==> src/rtl/rob_pkg.sv <==
// Shared types and helpers for the rob_multi reorder buffer.
// Optional macros: FIFO_DATA_WIDTH and AXI_ID_WIDTH set the default widths.
`ifndef FIFO_DATA_WIDTH
`define FIFO_DATA_WIDTH 32
`endif
`ifndef AXI_ID_WIDTH
`define AXI_ID_WIDTH 4
`endif

package rob_pkg;

    localparam int ROB_DEPTH   = 8;
    localparam int SLOT_IDX_W  = $clog2(ROB_DEPTH);
    localparam int SLOT_DATA_W = `FIFO_DATA_WIDTH;

    typedef enum logic {
        S_IDLE  = 1'b0,
        S_VALID = 1'b1
    } out_state_t;

    typedef struct packed {
        logic                   vld;
        logic [SLOT_DATA_W-1:0] data;
    } slot_t;

    // Distance of tid ahead of head, modulo 2^id_w.
    function automatic logic [31:0] tid_dist(
        input logic [31:0] tid,
        input logic [31:0] head,
        input int unsigned id_w
    );
        logic [31:0] mask;
        mask = (id_w >= 32) ? '1 : ((32'd1 << id_w) - 32'd1);
        return (tid - head) & mask;
    endfunction

endpackage

==> src/rtl/rob_slot_array.sv <==
// Tid-indexed slot storage for rob_multi.
// Ports: NUM_SRC write ports (wr_en/wr_idx/wr_data), one read port
// (rd_idx -> rd_data), one clear port (clr_en/clr_idx), vld bitmap out.
module rob_slot_array
    import rob_pkg::*;
#(
    parameter int DEPTH      = 8,
    parameter int DATA_WIDTH = 32,
    parameter int NUM_SRC    = 2,
    parameter int IDX_W      = 3
) (
    input  logic                          clk,
    input  logic                          rst,
    input  logic [NUM_SRC-1:0]            wr_en,
    input  logic [NUM_SRC*IDX_W-1:0]      wr_idx,
    input  logic [NUM_SRC*DATA_WIDTH-1:0] wr_data,
    input  logic                          clr_en,
    input  logic [IDX_W-1:0]              clr_idx,
    input  logic [IDX_W-1:0]              rd_idx,
    output logic [DEPTH-1:0]              vld,
    output logic [DATA_WIDTH-1:0]         rd_data
);

    typedef struct packed {
        logic                  vld;
        logic [DATA_WIDTH-1:0] data;
    } entry_t;

    entry_t mem [DEPTH];

    // Writers always target distinct empty slots and the clear port
    // always targets a full one, so no two updates hit the same entry.
    always_ff @(posedge clk or posedge rst) begin
        if (rst) begin
            for (int i = 0; i < DEPTH; i++) begin
                mem[i] <= '0;
            end
        end else begin
            if (clr_en) begin
                mem[clr_idx].vld <= 1'b0;
            end
            for (int s = 0; s < NUM_SRC; s++) begin
                if (wr_en[s]) begin
                    mem[wr_idx[s*IDX_W +: IDX_W]].vld  <= 1'b1;
                    mem[wr_idx[s*IDX_W +: IDX_W]].data <=
                        wr_data[s*DATA_WIDTH +: DATA_WIDTH];
                end
            end
        end
    end

    always_comb begin
        vld = '0;
        for (int i = 0; i < DEPTH; i++) begin
            vld[i] = mem[i].vld;
        end
    end

    assign rd_data = mem[rd_idx].data;

endmodule

==> src/rtl/rob_multi.sv <==
// In-order reorder buffer merging NUM_SRC out-of-order response streams.
// Ports: src_valid_i/src_ready_o/src_tid_i/src_data_i per source (packed,
// source 0 in LSBs and highest priority); valid_o/ready_i/rid_o/rdata_o
// in-order output; count_o = occupied slots. Macro: ROB_BYPASS_EN.
module rob_multi
    import rob_pkg::*;
#(
    parameter int DATA_WIDTH = `FIFO_DATA_WIDTH,
    parameter int ID_WIDTH   = `AXI_ID_WIDTH,
    parameter int DEPTH      = 8,
    parameter int NUM_SRC    = 2
) (
    input  logic                          clk,
    input  logic                          rst,
    input  logic [NUM_SRC-1:0]            src_valid_i,
    output logic [NUM_SRC-1:0]            src_ready_o,
    input  logic [NUM_SRC*ID_WIDTH-1:0]   src_tid_i,
    input  logic [NUM_SRC*DATA_WIDTH-1:0] src_data_i,
    output logic                          valid_o,
    input  logic                          ready_i,
    output logic [ID_WIDTH-1:0]           rid_o,
    output logic [DATA_WIDTH-1:0]         rdata_o,
    output logic [$clog2(DEPTH):0]        count_o
);

    localparam int IDX_W = $clog2(DEPTH);
    localparam int CW    = IDX_W + 1;

    logic [ID_WIDTH-1:0]    head;
    logic [IDX_W-1:0]       head_idx;
    logic [DEPTH-1:0]       slot_vld;
    logic [DATA_WIDTH-1:0]  head_data;

    out_state_t             state;
    out_state_t             state_nx;
    logic                   out_vld;
    logic [ID_WIDTH-1:0]    rid_q;
    logic [DATA_WIDTH-1:0]  rdata_q;
    logic [CW-1:0]          count_q;

    logic [ID_WIDTH-1:0]    tid_a [NUM_SRC];
    logic [IDX_W-1:0]       idx_a [NUM_SRC];
    logic [NUM_SRC*IDX_W-1:0] src_idx;
    logic [NUM_SRC-1:0]     win_ok;
    logic [NUM_SRC-1:0]     src_rdy;
    logic [NUM_SRC-1:0]     acc;
    logic [NUM_SRC-1:0]     byp_vec;
    logic [NUM_SRC-1:0]     slot_we;

    logic                   out_free;
    logic                   load;
    logic                   bypass;
    logic                   take;
    logic [DATA_WIDTH-1:0]  take_data;
    logic [CW-1:0]          n_wr;

    assign head_idx = head[IDX_W-1:0];

    for (genvar g = 0; g < NUM_SRC; g++) begin : g_src
        assign tid_a[g] = src_tid_i[g*ID_WIDTH +: ID_WIDTH];
        assign idx_a[g] = tid_a[g][IDX_W-1:0];
        assign src_idx[g*IDX_W +: IDX_W] = idx_a[g];
        assign win_ok[g] =
            tid_dist(32'(tid_a[g]), 32'(head), ID_WIDTH) < 32'(DEPTH);
    end

    // A lower source only blocks when its tid is in the window: two
    // distinct in-window tids never share an index, and an out-of-window
    // (stalled) source must not starve a higher-index one.
    always_comb begin
        src_rdy = '0;
        for (int s = 0; s < NUM_SRC; s++) begin
            src_rdy[s] = !rst && win_ok[s] && !slot_vld[idx_a[s]];
            for (int j = 0; j < s; j++) begin
                if (win_ok[j] && (idx_a[j] == idx_a[s])) begin
                    src_rdy[s] = 1'b0;
                end
            end
        end
    end

    assign acc      = src_valid_i & src_rdy;
    assign out_free = !out_vld || ready_i;
    assign load     = slot_vld[head_idx] && out_free;

`ifdef ROB_BYPASS_EN
    always_comb begin
        byp_vec = '0;
        for (int s = 0; s < NUM_SRC; s++) begin
            byp_vec[s] = acc[s] && (tid_a[s] == head)
                      && !slot_vld[head_idx] && out_free;
        end
    end

    always_comb begin
        take_data = head_data;
        if (!load) begin
            for (int s = 0; s < NUM_SRC; s++) begin
                if (byp_vec[s]) begin
                    take_data = src_data_i[s*DATA_WIDTH +: DATA_WIDTH];
                end
            end
        end
    end
`else
    assign byp_vec   = '0;
    assign take_data = head_data;
`endif

    assign bypass  = |byp_vec;
    assign take    = load || bypass;
    assign slot_we = acc & ~byp_vec;

    always_comb begin
        n_wr = '0;
        for (int s = 0; s < NUM_SRC; s++) begin
            n_wr = n_wr + CW'(slot_we[s]);
        end
    end

    rob_slot_array #(
        .DEPTH      (DEPTH),
        .DATA_WIDTH (DATA_WIDTH),
        .NUM_SRC    (NUM_SRC),
        .IDX_W      (IDX_W)
    ) u_slots (
        .clk     (clk),
        .rst     (rst),
        .wr_en   (slot_we),
        .wr_idx  (src_idx),
        .wr_data (src_data_i),
        .clr_en  (load),
        .clr_idx (head_idx),
        .rd_idx  (head_idx),
        .vld     (slot_vld),
        .rd_data (head_data)
    );

    always_comb begin
        state_nx = state;
        out_vld  = 1'b0;
        unique case (state)
            S_IDLE: begin
                if (take) state_nx = S_VALID;
            end
            S_VALID: begin
                out_vld = 1'b1;
                if (ready_i && !take) state_nx = S_IDLE;
            end
            default: state_nx = S_IDLE;
        endcase
    end

    always_ff @(posedge clk or posedge rst) begin
        if (rst) begin
            state   <= S_IDLE;
            head    <= '0;
            rid_q   <= '0;
            rdata_q <= '0;
            count_q <= '0;
        end else begin
            state   <= state_nx;
            count_q <= count_q + n_wr - CW'(load);
            if (take) begin
                head    <= head + 1'b1;
                rid_q   <= head;
                rdata_q <= take_data;
            end
        end
    end

    assign src_ready_o = src_rdy;
    assign valid_o     = out_vld;
    assign rid_o       = rid_q;
    assign rdata_o     = rdata_q;
    assign count_o     = count_q;

endmodule

==> config.mk <==
export PLATFORM = sky130hd
export DESIGN_NAME = rob_multi
export DESIGN_NICKNAME = d
export VERILOG_FILES = /design/src/rtl/rob_pkg.sv /design/src/rtl/rob_slot_array.sv /design/src/rtl/rob_multi.sv
export SDC_FILE = /design/constraint.sdc
export NUM_CORES = 1
export LEC_CHECK = 0
export CORE_MARGIN = 5
export CORE_UTILIZATION = 42
export DETAILED_ROUTE_END_ITERATION = 12
export PLACE_DENSITY_LB_ADDON = 0.15
export SLEW_MARGIN = 10
export SYNTH_ARGS = -nofsm -noshare
export SYNTH_HDL_FRONTEND = slang
export SYNTH_SLANG_ARGS = --single-unit
==> constraint.sdc <==
create_clock -name clk -period 8.1 [get_ports clk]
set_input_delay 1.62 -clock clk [delete_from_list [all_inputs] [get_ports clk]]
set_output_delay 1.62 -clock clk [all_outputs]
set_load 0.01 [all_outputs]
==> metrics.sh <==
P_LEAK_uW=0.00913
CRITPATHMAXFANOUT=10
GP_ROUTABILITY_CONGESTION=0.811
CLOCKROOTBUFFER='clkbuf_16'
FINAL.MIN_CLOCK_PERIOD_NS=6.31
FINALWIRELENGTH_UM=45400
ANTENNA_CELLS=0
FILL_CELLS=3499
REQUIRED_TIME_OF_THE_WORST_SETUP_PATH_NS=6.48
SYNTH_EDF_COUNT=0
POST_SYNTH_INSTANCE_AREA_UM2=16400
FIN_SETUP_TNS_NS=0
FINAL_CRITICAL_PATH_SETUP_SLACK_NS=1.79
SYNTH_LARGEST_TYPE_AREA_FRACTION=0.471
SETUP_VIOLS_FINAL=0
CTS_TREE='yes'
POST-CTS-SETUP-BUFFERS=0
GR-TOTAL-OVERFLOW=0
DPL_WORST_SLACK_NS=1.83
CP_DATA_ARRIVAL_TIME_NS=4.69
CTS_BUFFERS=36
DETAIL_ROUTE.WL_PER_CELL_UM=21.7
DIE_Y_EXTENT_UM=208
SYNTHFLOPTYPE='dfrtp_1'
ANTENNA_VIOLATING_NETS_POST_ROUTE=0
CLK_PIN_SLEW_NS=0.06
VIAS=11653
MIN_PERIOD_OVER_PERIOD=0.779
LAYOUT-AREA-OVERHEAD-VS-SYNTH_PCT=16.6
WORST_IR_DROP_VDD_mV=0.183
PLACE.DETAILED.HPWL_UM=24100
MOST_COMMON_CELL_AFTER_LAYOUT_FILL_AND_TAPS_ASIDE='dfrtp_1'
SYN_AVG_CELL_AREA_UM2=10.8
FINAL_NET_COUNT=1642
MAX_FREQ_GHz=0.159
SETUP_REPAIR_AFTER_GLOBAL_ROUTING_MISSED_ITS_MARGIN='false'
VIA_PER_INST=5.57
FP.DIEAREA_UM2=43200
SYNTH_LARGEST_AREA_CELL='dfrtp_1'
NUM_IO_PINS=120
POWER_DENSITY_nW_PER_UM2=378
MOSTFREQUENTLAYOUTCELLS='dfrtp_1 (306), mux2i_1 (226), nor2_1 (195), a21oi_1 (163), nand2_1 (139)'
TOTAL_COUNT_OF_HOLD_CHECK_FAILURES_IN_THE_FINAL_REPORT=0
GRT_PASS1_VIAS=11738
TIMING.CRITICAL_PATH.CELLS='clkdlybuf4s50_1 > ha_1 > a21oi_1 > o21ai_2 > xor2_1 > o211a_1 > o21a_1 > clkdlybuf4s50_1'
GLOBAL_ROUTE_WIRE_LENGTH_BEFORE_REPAIR_UM=71400
WORST_SKEW_PAIR.LATE_LATENCY_NS=0.51
SYNTH_TOP_CELLS_BY_AREA='dfrtp_1 (47%), mux2i_1 (14%), mux4_2 (9.3%)'
HTREE_NUM_LEVELS=2
CRITICAL_PATH_CELL_WITH_THE_HIGHEST_STAGE_DELAY='xor2_1'
SYNTH.LIB_CELLS_USED.DISTINCT=47
TIGHTESTPINTRANSITION_NS=1.16
YS_ASYNC_SR_FRACTION=1.00
DRT_FIRST_PASS_ITERS=5
CTS_BUFFER_DEPTH=3
CP-START-KIND='input port'
SLEW_VIOL_FINAL=0
FP.DIEW_UM=208
PORT_BUFFERS=119
FLOORPLAN.ROWS=72
YS_SEQ_AREA_FRAC=0.471
YOSYS_REGISTER_BITS=309
CTSHOLDBUFFERS=0
FP.COREAREA_UM2=38600
TIMING.CRITICAL_PATH.MODE_CELL='clkdlybuf4s50_1'
SYNTH_WARN=0
CLKSINKCOUNT=309
DRIVE_GT1_FRAC=0.150
DRT_ITER0_DRC=780
TIMING.HOLD.WORST.CLASS='reg -> reg'
DRC=0
CRITICALPATHCATEGORY='in -> out'
CTS.REPAIR.RESIZED=0
MAX-SLEW-MARGIN-REL=0.224
POSTSYNTHNETCOUNT=1609
CRITPATHCAPTURETYPE='output port'
SYNTHESIS.INSTANCES=1522
GRT_MAX_DEGREE=161
DELAY_OF_THE_SLOWEST_CELL_ON_THE_WORST_PATH_NS=0.72
STATUS='finished, final reports clean'
MAXCAPVIOLATIONS=0
GLOBALROUTETOTALUTIL=0.206
INITIAL_CORE_UTIL=0.425
FINAL.SETUP_SKEW_NS=0.0148
ANTENNA_VIOLATIONS_BEFORE_REPAIR=0
-- power by group --
| group | internal (µW) | switching, µW |
|---|---|---|
| Sequential | 2310 | 488 |
| Combinational | 1540 | 1320 |
| Clock | 960 | 618 |
-- synth_stat cells (19+ instances only) --
library cell  instances
nor2_1              195
mux2_2               40
mux4_2               68
clkbuf_1            108
a21oi_1             164
dfrtp_1             309
mux2i_1             226
o21ai_0              67
mux2_4               29
nand2_1             141
buf_1                19
a31oi_1              32
-- layout make-up --
type                    instances  area, µm²  area share
multi-input cells            1055       8190       0.428
flip-flops and latches        309       7740       0.404
repair buffers                141       1370      0.0715
clock buffers                  54       1100      0.0574
well taps                     518        648      0.0339
inverters                      12       57.6     0.00301
clock inverters                 4       45.0     0.00235
-- cells by family after synthesis --
| family | count (synthesis) | synth area share |
|---|---|---|
| and+or+nand+nor | 382 | 0.0942 |
| AOI/OAI and AO/OA | 285 | 0.0940 |
| adders and majority gates | 10 | 0.00853 |
| DFF | 309 | 0.471 |
| muxes | 363 | 0.285 |
| buffers and inverters | 158 | 0.0391 |
| xor gates and xnor gates | 15 | 0.00846 |
-- sequential cells by signal (all words and copies together) (netlist names) --
signal and count:
count_o 4, head 4, rdata_o 32, rid_o 4, state 1, u_slots.mem 256
u_slots.vld 8
-- stage by stage --
step / hold slack [ns] / util / instances / instance area [µm²] / total power, µW
global route: 0.526 / 0.495 / 2093 / 19100 / 7740
finish: 0.509 / 0.495 / 2093 / 19100 / 7230
detailed placement: 0.501 / 0.466 / 2035 / 18000 / 5700
floorplan: 0.510 / - / 1522 / 16400 / 4770
global placement: 0.494 / 0.466 / 2035 / 18000 / 5610
CTS: 0.514 / 0.495 / 2093 / 19100 / 7310
-- worst paths after layout --
| check | startpoint | to | slack, ns | cells past startpoint |
|---|---|---|---|---|
| worst min register to register | rid_o[1]$_DFFE_PP0N_ | rid_o[1]$_DFFE_PP0N_ | 0.51 | 1 |
| worst min-delay path | rid_o[1]$_DFFE_PP0N_ | rid_o[1]$_DFFE_PP0N_ | 0.51 | 1 |
| max in group asynchronous | rst | u_slots.mem[49]$_DFF_PP0_ | 4.99 | 3 |
| worst max-delay path | src_tid_i[6] | src_ready_o[1] | 1.79 | 8 |
| min in group asynchronous | rst | count_o[0]$_DFF_PP0_ | 1.71 | 2 |
| worst max register to register | head[2]$_DFFE_PP0N_ | u_slots.mem[243]$_DFF_PP0_ | 4.18 | 9 |
-- routing by layer --
| layer | vias to the layer above | share of wire | track usage |
|---|---|---|---|
| met5 | - | 0 | 0 |
| met4 | 0 | 0.015 | 0.0367 |
| met3 | 50 | 0.048 | 0.0308 |
| met2 | 291 | 0.45 | 0.323 |
| met1 | 5853 | 0.48 | 0.311 |
| li1 | 5459 | - | - |
-- worst max-delay path: cells and delay by family --
family	cells	cell delay [ns]
AO/OA/AOI/OAI	4	0.77
adder cells (fa/ha/maj)	1	0.32
XOR/XNOR	1	0.72
buffers and inverters	2	1.26
Power figures use the tool's default switching activity.
